[config.mk]
export PLATFORM = sky130hd
export DESIGN_NAME = player_life_ctrl
export DESIGN_NICKNAME = d
export VERILOG_FILES = /design/src/rtl/player_life_ctrl.sv
export SDC_FILE = /design/constraint.sdc
export NUM_CORES = 1
export LEC_CHECK = 0
export CORE_MARGIN = 3
export CORE_UTILIZATION = 64
export DETAILED_ROUTE_END_ITERATION = 16
export DONT_BUFFER_PORTS = 1
export GPL_TIMING_DRIVEN = 0
export HOLD_SLACK_MARGIN = 0.08
export PLACE_DENSITY = 0.86
export SLEW_MARGIN = 20
export SYNTH_ARGS = -nofsm -noshare
export SYNTH_HDL_FRONTEND = slang
export SYNTH_SLANG_ARGS = --single-unit
[constraint.sdc]
create_clock -name clk -period 2 [get_ports clk]
set_input_delay 0.3 -clock clk [delete_from_list [all_inputs] [get_ports clk]]
set_output_delay 0.3 -clock clk [all_outputs]
set_load 0.02 [all_outputs]
[src/rtl/player_life_ctrl.sv]
// Player life-cycle sequencer: edge-detects collision inputs, arbitrates hit/power-up strobes to the
// lives counter, and times death, respawn and invulnerability in frames. Optional PLAYER_GOD_MODE_EN.
module player_life_ctrl #(
    parameter int INVULN_FRAMES = 90,
    parameter int DEATH_FRAMES  = 60,
    parameter int BLINK_FRAMES  = 8,
    parameter int MAX_LIVES     = 3
) (
    input  logic       clk,
    input  logic       resetN,
    input  logic       startOfFrame,
    input  logic       hit_explosion,
    input  logic       hit_enemy,
    input  logic       powerup_collected,
    input  logic       game_restart,
`ifdef PLAYER_GOD_MODE_EN
    input  logic       sw_god,
`endif
    input  logic [3:0] lives,
    output logic       player_hit,
    output logic       powerUp_inc,
    output logic       lives_reset,
    output logic       respawn,
    output logic       invulnerable,
    output logic       player_visible,
    output logic       game_over,
    output logic [2:0] ctrl_state
);

    // state     | meaning
    // ALIVE     | normal play, hits and power-ups accepted
    // DYING     | death animation, DEATH_FRAMES frames
    // RESPAWN   | one cycle, reload start position
    // INVULN    | blinking, hits ignored, INVULN_FRAMES frames
    // GAME_OVER | no lives left, waits for restart
    typedef enum logic [2:0] {
        S_ALIVE     = 3'd0,
        S_DYING     = 3'd1,
        S_RESPAWN   = 3'd2,
        S_INVULN    = 3'd3,
        S_GAME_OVER = 3'd4
    } state_t;

    localparam int CNT_MAX   = (INVULN_FRAMES > DEATH_FRAMES) ? INVULN_FRAMES : DEATH_FRAMES;
    localparam int CNT_W     = (CNT_MAX > 1) ? $clog2(CNT_MAX) : 1;
    localparam int BLINK_BIT = $clog2(BLINK_FRAMES);
    localparam logic [CNT_W-1:0] DEATH_LAST  = CNT_W'(DEATH_FRAMES - 1);
    localparam logic [CNT_W-1:0] INVULN_LAST = CNT_W'(INVULN_FRAMES - 1);
    localparam logic [3:0]       LIVES_CAP   = 4'(MAX_LIVES);

    state_t           state, state_nxt;
    logic [CNT_W-1:0] count;
    logic             cnt_clr, cnt_inc;
    logic             last_life;
    logic             pu_pending, pu_pending_nxt;
    logic             hit_prev, pu_prev, rst_prev;
    logic             hit_req, pu_req, rst_req;
    logic             hit_lvl;
    logic             god;
    logic             pu_window, pu_want;

    assign hit_lvl = hit_explosion | hit_enemy;

`ifdef PLAYER_GOD_MODE_EN
    assign god = sw_god;
`else
    assign god = 1'b0;
`endif

    always_ff @(posedge clk or negedge resetN) begin
        if (!resetN) begin
            hit_prev <= 1'b0;
            pu_prev  <= 1'b0;
            rst_prev <= 1'b0;
            hit_req  <= 1'b0;
            pu_req   <= 1'b0;
            rst_req  <= 1'b0;
        end else begin
            hit_prev <= hit_lvl;
            pu_prev  <= powerup_collected;
            rst_prev <= game_restart;
            hit_req  <= hit_lvl & ~hit_prev;
            pu_req   <= powerup_collected & ~pu_prev;
            rst_req  <= game_restart & ~rst_prev;
        end
    end

    always_ff @(posedge clk or negedge resetN) begin
        if (!resetN) begin
            state      <= S_ALIVE;
            count      <= '0;
            last_life  <= 1'b0;
            pu_pending <= 1'b0;
        end else begin
            state      <= state_nxt;
            pu_pending <= pu_pending_nxt;
            if (player_hit)
                last_life <= (lives <= 4'd1);
            // Saturating frame counter: never wraps back into a blink or timeout window.
            if (cnt_clr)
                count <= '0;
            else if (cnt_inc && (count != {CNT_W{1'b1}}))
                count <= count + 1'b1;
        end
    end

    always_comb begin
        state_nxt      = state;
        cnt_clr        = 1'b0;
        cnt_inc        = 1'b0;
        player_hit     = 1'b0;
        powerUp_inc    = 1'b0;
        lives_reset    = 1'b0;
        respawn        = 1'b0;
        invulnerable   = 1'b0;
        player_visible = 1'b1;
        game_over      = 1'b0;
        pu_window      = 1'b0;
        pu_want        = 1'b0;
        pu_pending_nxt = pu_pending;

        case (state)
            S_ALIVE: begin
                pu_window = 1'b1;
                if (hit_req && !god) begin
                    player_hit = 1'b1;
                    state_nxt  = S_DYING;
                    cnt_clr    = 1'b1;
                end
            end
            S_DYING: begin
                cnt_inc = startOfFrame;
                if (startOfFrame && (count == DEATH_LAST))
                    state_nxt = last_life ? S_GAME_OVER : S_RESPAWN;
            end
            S_RESPAWN: begin
                pu_window    = 1'b1;
                respawn      = 1'b1;
                invulnerable = 1'b1;
                state_nxt    = S_INVULN;
                cnt_clr      = 1'b1;
            end
            S_INVULN: begin
                pu_window      = 1'b1;
                invulnerable   = 1'b1;
                cnt_inc        = startOfFrame;
                player_visible = ~count[BLINK_BIT];
                if (startOfFrame && (count == INVULN_LAST))
                    state_nxt = S_ALIVE;
            end
            S_GAME_OVER: begin
                game_over      = 1'b1;
                player_visible = 1'b0;
                if (rst_req) begin
                    lives_reset = 1'b1;
                    state_nxt   = S_RESPAWN;
                end
            end
            default: state_nxt = S_ALIVE;
        endcase

`ifdef PLAYER_GOD_MODE_EN
        if (state != S_GAME_OVER)
            invulnerable = 1'b1;
`endif

        // A power-up colliding with a hit waits in pu_pending; a dead player forfeits it.
        pu_want = pu_window & (pu_req | pu_pending);
        if (pu_want && !player_hit && (lives < LIVES_CAP))
            powerUp_inc = 1'b1;

        if (!pu_window || (state_nxt == S_DYING))
            pu_pending_nxt = 1'b0;
        else if (pu_want)
            pu_pending_nxt = player_hit;
    end

    assign ctrl_state = state;

endmodule

* Word-level counts from Yosys, hierarchy flattened
Index checks and enable logic that the tools add are counted.
** Cells by class
- Add/subtract/negate cells :: 1
- Order comparisons :: 2
- Eq/ne operators :: 8
- Muxes and demuxes :: 22
- Bitwise logic cells :: 10
- Reductions and logical operators :: 14
** Operators by type and width (number)
- 2-to-1 mux 3 bit :: 5
- case mux 3 bit (5 select lines) :: 1
- 2-to-1 mux 7 bit :: 2
- 2-to-1 mux 1 bit :: 12
- adder 7 x 1 -> 7 bit (second input constant) :: 1
- equality test 7 x 6 -> 1 bit (second input constant) :: 1
- equality test 7 bit (second input constant) :: 1
- inequality test 7 bit (second input constant) :: 1
- equality test 3 x 1 -> 1 bit (second input constant) :: 2
- equality test 3 x 2 -> 1 bit (second input constant) :: 2
- logical AND 1 bit :: 5
- AND 1 bit :: 4
- <= comparator 4 x 1 -> 1 bit (second input constant) :: 1
- < comparator 4 x 2 -> 1 bit (second input constant) :: 1
- inverter 1 bit :: 4
- case mux 1 bit (2 select lines) :: 2
- nonzero test 2 bit :: 2
- OR reduction 2 bit :: 2
- equality test 3 bit (second input constant) :: 1
- zero test 3 bit :: 1
- OR reduction 3 bit :: 1
- zero test 1 bit :: 2
- OR 1 bit :: 2
- logical OR 1 bit :: 1
** Storage, ports and cells
- Register bits :: 18
- Input bits :: 11

* Logic depth before layout (Yosys ltp)
- Depth after elaboration :: 7
- Gate-level depth with buffers :: 5
- Gate-level depth less buffers :: 5

* Least setup slack after synthesis
Ideal clock, no wire load.
- Kind :: register to output
- From :: register state[0], in the netlist ctrl_state[0]
- To :: output port lives_reset
- Arrival time :: 1.624 ns
- Slack :: 0.076 ns
- Cell stages (with the launch flop) :: 4
- Cell sequence :: dfrtp_1 -> buf_2 -> nor3b_1 -> and2_1
** On the way
- Cells in the longest elaborated chain, start to end :: 2
** RTL lines
- from (decl) :: RTL line 51 : state_t state, state_nxt;
- from (signal assigned) :: RTL line 95 : state <= state_nxt;
- equality test 3 bit :: RTL line 122 : case (state)
- 2-to-1 mux 1 bit :: RTL line 122
- to (decl) :: RTL line 22 : output logic lives_reset,
Every way passes these cells.

* Final worst setup path
Ends and elaborated chain as after synthesis.

==> qor.csv <==
metric;value;unit
setup violators final;0;
H-tree Lvls;1;
Fillers;94;
register area;453;sq um
dpl cell area;945;sq um
synth unique cells;38;
initial core utilization;69.4;%
IO Pins;21;
CP max stage cell;dfrtp_2;
total grt overflow;0;
post-layout min period;1.93;ns
CP startpoint kind;flop;
Synth Warn #;0;
Clock Pin Slew Worst Setup and Hold Paths;0.11;ns
DR pass1 iterations;4;
fin cells;110;
clock root cell;clkbuf_4;
Final Cycle Share;96.3;%
DRC;0;
first-pass GRT wire length;3140;microns
via/cell ratio;6.77;
RSZ-0062 raised after global routing;no;
synth-to-layout area growth;11.6;%
dpl cells;103;
leakage;0.478;nW
CTS buffer count;3;
Peak VDD IR;0.000816;V
synthesized cell area;926;sq um
Worst Hold Class;primary input to flop;
CP Max Fanout;10;
vias in the first global route;706;
area of the multi-input gates;470;sq um
total track usage;22.2;%
Worst Path Required;1.70;ns
Final nets;109;
fraction of registers with async set or reset after synthesis;100;%
Clock Skews;0.0126;ns
commonest non-fill, non-tap cell in the layout;dfrtp_1;
Routed Antenna Nets;0;
drt wl/cell;17.3;microns
DRT iter0 DRCs;37;
CP top delay family;simple AND/OR/NAND/NOR gates;
EDFF count, synth;0;
commonest non-fill, non-tap cells in the layout;dfrtp_1 (16), nor2_1 (7), nor3_1 (6);
relative slew slack;47.3;%
core box area;1330;sq um
routed vias;745;
Pwr Density;1150;nW/um^2
Fmax;0.519;GHz
CTS tree;done;
Die ar.;1940;sq um
flop2flop setup slack;0.22;ns
cells along the critical path;buf_2 > nor3b_4 > and2_4;
initial antenna violation count;0;
Avg Cell Area, Syn;10.5;sq um
port bufs;0;
critical path capture point type;output pin;
Final GP Congestion;0.819;
CP arrival;1.63;ns
Final Slew Violations;0;
cell area after layout;1030;sq um
Post-Synthesis Net Count;101;
Skew-Pair Late Insertion Delay;0.29;ns
critical path's largest stage delay;0.47;ns
CP bufs+invs;1;
Post-synth top flop;dfrtp_1;
layout cells sized above 1;20.0;%
antenna diode count;0;
Detailed Route WL;1900;microns
Worst-Margin Slew;0.788;ns
row count;13;
Mapped Cells;88;
max-cap violation count;0;
Sink Count;18;
register area share after synthesis;48.6;%
Final Hold Fails;0;
Worst Setup Path Type;flop to output pin;
Die X;44.0;microns
largest net degree at the start of global routing;19;
status;finished, final reports clean;
dpl hpwl;1370;microns
Synth Register Bits;18;
Die Y;44.0;microns
Finished Core Util;77.5;%
Max clock buf depth;2;
setup repair bufs after CTS;0;
[where the power goes]
part / internal, mW / switching (mW) / total [mW]
combinational: 0.152 / 0.249 / 0.400
sequential: 0.441 / 0.121 / 0.562
clock: 0.111 / 0.112 / 0.223
total: 0.704 / 0.481 / 1.18
[kinds of logic (layout without fill, tap and decap cells)]
logic type      Yosys count  count (layout)  synth area share (%)
other cells               1               1                 0.405
compound gates           18              18                  13.8
flops                    18              18                  48.6
mux                       3               3                  3.38
fa+ha+maj                 2               2                  2.70
simple gates             41              41                  28.4
buf+inv                   5              12                  2.70
[final timing paths]
kind	from	to	cells past startpoint
worst max register to register	ctrl_state[0]	last_life	3
worst min register to register	hit_prev	hit_req	1
worst max-delay path	ctrl_state[0]	lives_reset	3
worst min-delay path	hit_explosion	hit_prev	1
min in group asynchronous	resetN	count[4]	1
max in group asynchronous	resetN	ctrl_state[2]	1
[state kept, by name, indices dropped and copies added (netlist names)]
| name | cells |
|---|---|
| count | 7 |
| ctrl_state | 3 |
| hit_prev | 1 |
| hit_req | 1 |
| last_life | 1 |
| pu_pending | 1 |
| pu_prev | 1 |
| pu_req | 1 |
| rst_prev | 1 |
| rst_req | 1 |
[stage by stage]
step	total power, mW	hold slack, ns	worst slack, ns	TNS (ns)
after CTS	1.18	0.128	0.0224	0
after floorplan	0.844	0.00441	0.0761	0
final	1.18	0.130	0.0747	0
after global routing	1.26	0.123	0.0201	0
after global placement	0.910	0.00473	-0.0173	-0.0173
after detailed placement	0.935	0.00469	-0.0408	-0.0408
[metal layers]
layer / share of wire (%) / GRT usage, % / vias up / wire length [microns]
met1: 40 / 29.0 / 352 / 754
li1: - / - / 340 / -
met3: 12 / 4.07 / 7 / 222
met2: 47 / 37.2 / 46 / 886
met5: 0 / 0 / - / 0
met4: 1.9 / 7.23 / 0 / 36
[cell usage after synthesis, types with 2 or more instances]
cell | instances | area [sq um]
nor3_1 | 6 | 30.0
and4_1 | 4 | 35.0
or2_2 | 3 | 18.8
dfrtp_1 | 18 | 450
nor2_1 | 7 | 26.3
a21oi_1 | 3 | 15.0
o21ai_0 | 3 | 15.0
nor2b_1 | 4 | 25.0
and2_1 | 2 | 12.5
ha_1 | 2 | 25.0
nand2_1 | 4 | 15.0
mux2i_1 | 2 | 20.0
inv_1 | 2 | 7.51
a31oi_1 | 3 | 18.8
buf_2 | 2 | 10.0
[area by class of cell]
type                    count  share of cell area (%)
multi-input cells          65                    45.5
flip-flops and latches     18                    43.8
clock buffers               4                    3.51
repair buffers              3                    2.91
well taps                  15                    1.82
plain buffers               3                    1.69
inverters                   2                   0.726
[timing repair]
item,in CTS,in global routing
hold buffers,3,0
resized for setup,3,4
hold endpoints to repair,20,0
setup endpoints to repair,3,2
pin swaps,0,1
(Power assumes the default switching activity.)
==> RTL edit 1: new RTL, config.mk and constraints unchanged <==
`BLINK_FRAMES`: 8 -> 16.
--- a/src/rtl/player_life_ctrl.sv
+++ b/src/rtl/player_life_ctrl.sv
@@ -3,7 +3,7 @@
 module player_life_ctrl #(
     parameter int INVULN_FRAMES = 90,
     parameter int DEATH_FRAMES  = 60,
-    parameter int BLINK_FRAMES  = 8,
+    parameter int BLINK_FRAMES  = 16,
     parameter int MAX_LIVES     = 3
 ) (
     input  logic       clk,
Formal check against the unedited RTL: same outputs for any inputs over 10 cycles, from zero or initial values and one cycle with resetN low; that may be too few to reach the edited logic, so the function may still have changed.
==> RTL edit 1 against the original RTL <==
- final cell count shrank 1.8%
- sequential cell count is the same
- synthesized area shrank 2.2%
- clock skew shrank 0.012 ns
- worst setup slack gained 0.020 ns
- wire length shrank 2.3%
- sequential power grew 3%
- power shrank 1.5%
- die area shrank 1.9%
- clock power shrank 2%
- final area shrank 1.6%
- maximum frequency grew 1.1%
- synthesized cell count shrank 1.1%
==> RTL edit 1: results <==
[run_status]
status = "finished, final reports clean"

[global_routing]
track_usage_pct = 21.5
grt_pass1_wl_um = 3090
grt_pass1_vias = 701
grtUsageMet3_pct = 3.32

[layout]
final_cells = 108
fill_cells = 71

[yosys]
synthAdderAreaFrac_pct = 2.76
synth_common_cells = "dfrtp_1 (18), nor2_1 (7), nor3_1 (6), nand2_1 (4), nor2b_1 (4)"
synth_compound_area_share_pct = 14.1
ys_seq_area_share_pct = 49.7
synth_cell_type_count = 39
muxShareOfSynthArea_pct = 3.45
synth_area_leaders = "dfrtp_1 (50%), nor3_1 (3.3%), nor2_1 (2.9%), ha_1 (2.8%), nor2b_1 (2.8%)"
avgSynthCellArea_um2 = 10.4
syn-num-nets = 100

[power_and_ir_drop]
ir_worst_vdd_mv = 0.848
pg_seq_mw = 0.580
p_seq_share_pct = 49.7

[placement]
dp_hpwl_um = 1260
place_ws_ns = -0.0998
post_dp_cell_area_um2 = 923
gp_congestion = 0.789

[route]
avgRoutedWirePerCell_um = 17.2
dr.first_iter.drc_count = 20
route.met3.wl_um = 126
wl_met2_um = 966
drt-vias-per-instance = 6.58

[cts]
cts-resized-gates = 4
clk-insertion-delay-late_ns = 0.28

[sta]
clock_skew_ns = 0.000563
worst_pin_slew_ns = 0.750

[worst_setup_path]
cp.arrival_ns = 1.61
RTL edit 1: worst max-delay path, stage by stage (launching register included):
cell,delay [ns]
dfrtp_1,0.48
buf_6,0.19
nor3b_4,0.39
and2_4,0.25
RTL edit 1: path summary, 6_finish.rpt:
check	startpoint	end	slack (ns)	depth (start not counted)
max	ctrl_state[0]	lives_reset	0.09	3
min	hit_explosion	hit_prev	0.14	1
max reg2reg	ctrl_state[0]	last_life	0.27	3
min reg2reg	rst_prev	rst_req	0.40	1
max in group asynchronous	resetN	ctrl_state[2]	0.97	1
min in group asynchronous	resetN	ctrl_state[0]	0.52	1
RTL edit 1: cell type report:
cell class | count | area (um2) | share of cell area, %
Buffer | 2 | 16.3 | 1.60
Clock buffer | 4 | 36.3 | 3.57
Inverter | 2 | 7.51 | 0.738
Multi-Input combinational cell | 65 | 458 | 45.0
Sequential cell | 18 | 452 | 44.4
Tap cell | 14 | 17.5 | 1.72
Timing Repair Buffer | 3 | 30.0 | 2.95
==> RTL edit 2: new RTL, same flow settings <==
Without the edit above. Make the reset (`resetN`) synchronous in 2 clocked blocks.
--- a/src/rtl/player_life_ctrl.sv
+++ b/src/rtl/player_life_ctrl.sv
@@ -67,7 +67,7 @@
     assign god = 1'b0;
 `endif
 
-    always_ff @(posedge clk or negedge resetN) begin
+    always_ff @(posedge clk) begin
         if (!resetN) begin
             hit_prev <= 1'b0;
             pu_prev  <= 1'b0;
@@ -85,7 +85,7 @@
         end
     end
 
-    always_ff @(posedge clk or negedge resetN) begin
+    always_ff @(posedge clk) begin
         if (!resetN) begin
             state      <= S_ALIVE;
             count      <= '0;
Behaviour: differs if resetN is asserted again (counterexample within 4 cycles, from zero or initial values and one cycle with resetN low); with resetN held inactive, the same outputs for 10 cycles.
==> RTL edit 2 against the original RTL <==
- sequential cell count did not move
- worst setup slack improved by 0.032 ns
- final area down 7.0%
- count of clock-buffer cells in the layout did not move
- wire length is 13% lower
- sequential share of layout area down 6.2 points
- utilization up 2.5 points
- critical path depth increased by 1
- synthesized area decreased by 5.1%
- highest routed layer unchanged
Power is not compared: it rests on default switching activity, and its combinational part moved more than twofold at a synthesized area within 25%.
==> RTL edit 2: results <==
[route]
drt-vias-per-instance = 6.10
drtAntennaViolNets = 0
dr.first_iter.drc_count = 16
wirelength_um = 1650
vias = 689
firstDrtPassIters = 4

[sta]
maxSlewHeadroom_pct = 49.0
clock_skew_ns = 0.00430

[cts]
clockBufferDepth = 2
root_buffer = "clkbuf_4"
clk-insertion-delay-late_ns = 0.29
cts-resized-gates = 1
htree_levels = 1
path_clk_slew_ns = 0.09
cts_setup_buffers = 0

[yosys]
avgSynthCellArea_um2 = 9.25
ys.flop_type = "dfxtp_1"
async_flop_share_pct = 0
ys_seq_area_share_pct = 41.0
yosys_warnings = 0
synth_area_leaders = "dfxtp_1 (41%), nor2_1 (6.0%), xor2_1 (4.0%), nor2b_1 (3.6%), ha_1 (2.8%)"
syn-num-nets = 108
synth_cell_type_count = 38
synth_common_cells = "dfxtp_1 (18), nor2_1 (14), nand2_1 (5), nor2b_1 (5), xor2_1 (4)"

[power_and_ir_drop]
internal_power_mw = 0.500
ir_worst_vdd_mv = 0.421
p_leak_nw = 0.369

[global_routing]
grt_pass1_wl_um = 2640
grtUsageMet3_pct = 4.24
gr-usage-met1_pct = 24.5
grt_max_degree = 11
use_met2_pct = 29.9
antenna_found_initial = 0
grt_pass1_vias = 624
track_usage_pct = 18.8

[layout]
diodes = 0
regArea_um2 = 362
largest_register_ffs = 7
fill_cells = 94
layout-drive-gt1-share_pct = 16.2
largest_register = "count"
fin_nets = 113

[worst_hold_path]
hp-class = "primary input to flop"

[placement]
gp_congestion = 0.849
dp_hpwl_um = 1280
post_dp_cell_area_um2 = 896

[worst_setup_path]
crit_fanout = 10
cp.arrival_ns = 1.59

[run_status]
status = "finished, final reports clean"
## RTL edit 2: cell types whose count changed after synthesis, sizes merged, moves of 2 or more
| cell | change |
|---|---|
| nor3 | -3 |
| a21oi | -2 |
| nor4 | +3 |
| dfxtp | +18 |
| xor2 | +4 |
| or2 | -3 |
| o211ai | +3 |
| nor2 | +7 |
| dfrtp | -18 |
| and4 | -4 |
## RTL edit 2: worst paths after layout
kind / start / to / slack [ns] / depth (start not counted)
max: ctrl_state[2] / player_visible / 0.11 / 4
min: resetN / last_life / 0.14 / 1
max reg2reg: ctrl_state[2] / last_life / 0.30 / 4
min reg2reg: hit_prev / hit_req / 0.40 / 1
## RTL edit 2: power by group through the flow
| stage | Sequential, mW | Clock (mW) | Combinational (mW) |
|---|---|---|---|
| after floorplan | 0.385 | 0 | 0.0377 |
| after global placement | 0.386 | 0 | 0.0432 |
| after detailed placement | 0.388 | 0 | 0.0448 |
| after CTS | 0.379 | 0.223 | 0.0454 |
| after global routing | 0.380 | 0.239 | 0.0531 |
| final | 0.379 | 0.219 | 0.0472 |
## RTL edit 2: cell type report
cell class              instances  area share, %
plain buffers                   2           1.56
clock buffers                   4           3.78
inverters                       3           1.17
multi-input cells              72           54.0
flip-flops and latches         18           37.6
well taps                      14           1.82
## RTL edit 2: cells by family (layout without fill, tap and decap cells)
family | Yosys count | in the layout | share of synthesized area [%]
AOI/OAI and AO/OA | 15 | 15 | 12.0
xor gates and xnor gates | 5 | 5 | 4.99
adders and majority gates | 2 | 2 | 2.85
buffers and inverters | 5 | 9 | 2.71
DFF | 18 | 18 | 41.0
muxes | 1 | 1 | 1.14
other | 1 | 1 | 0.427
and+or+nand+nor | 48 | 48 | 34.9
## RTL edit 2: critical path: stages (launching register included)
cell      delay (ns)
dfxtp_2         0.41
clkbuf_4        0.22
nand2b_1        0.16
inv_1           0.16
a31oi_2         0.36
## RTL edit 2: per-layer routing
layer | vias to the layer above | share of wire (%)
met2 | 27 | 47
li1 | 339 | -
met4 | 0 | 0.49
met5 | - | 0
met1 | 321 | 44
met3 | 2 | 8.2
## RTL edit 2: stage by stage
stage               util, %  setup WS, ns
global placement       74.6       -0.0197
global route           80.0        0.0260
finish                 80.0         0.106
floorplan                 -        0.0814
detailed placement     74.6       -0.0311
CTS                    78.0       -0.0878
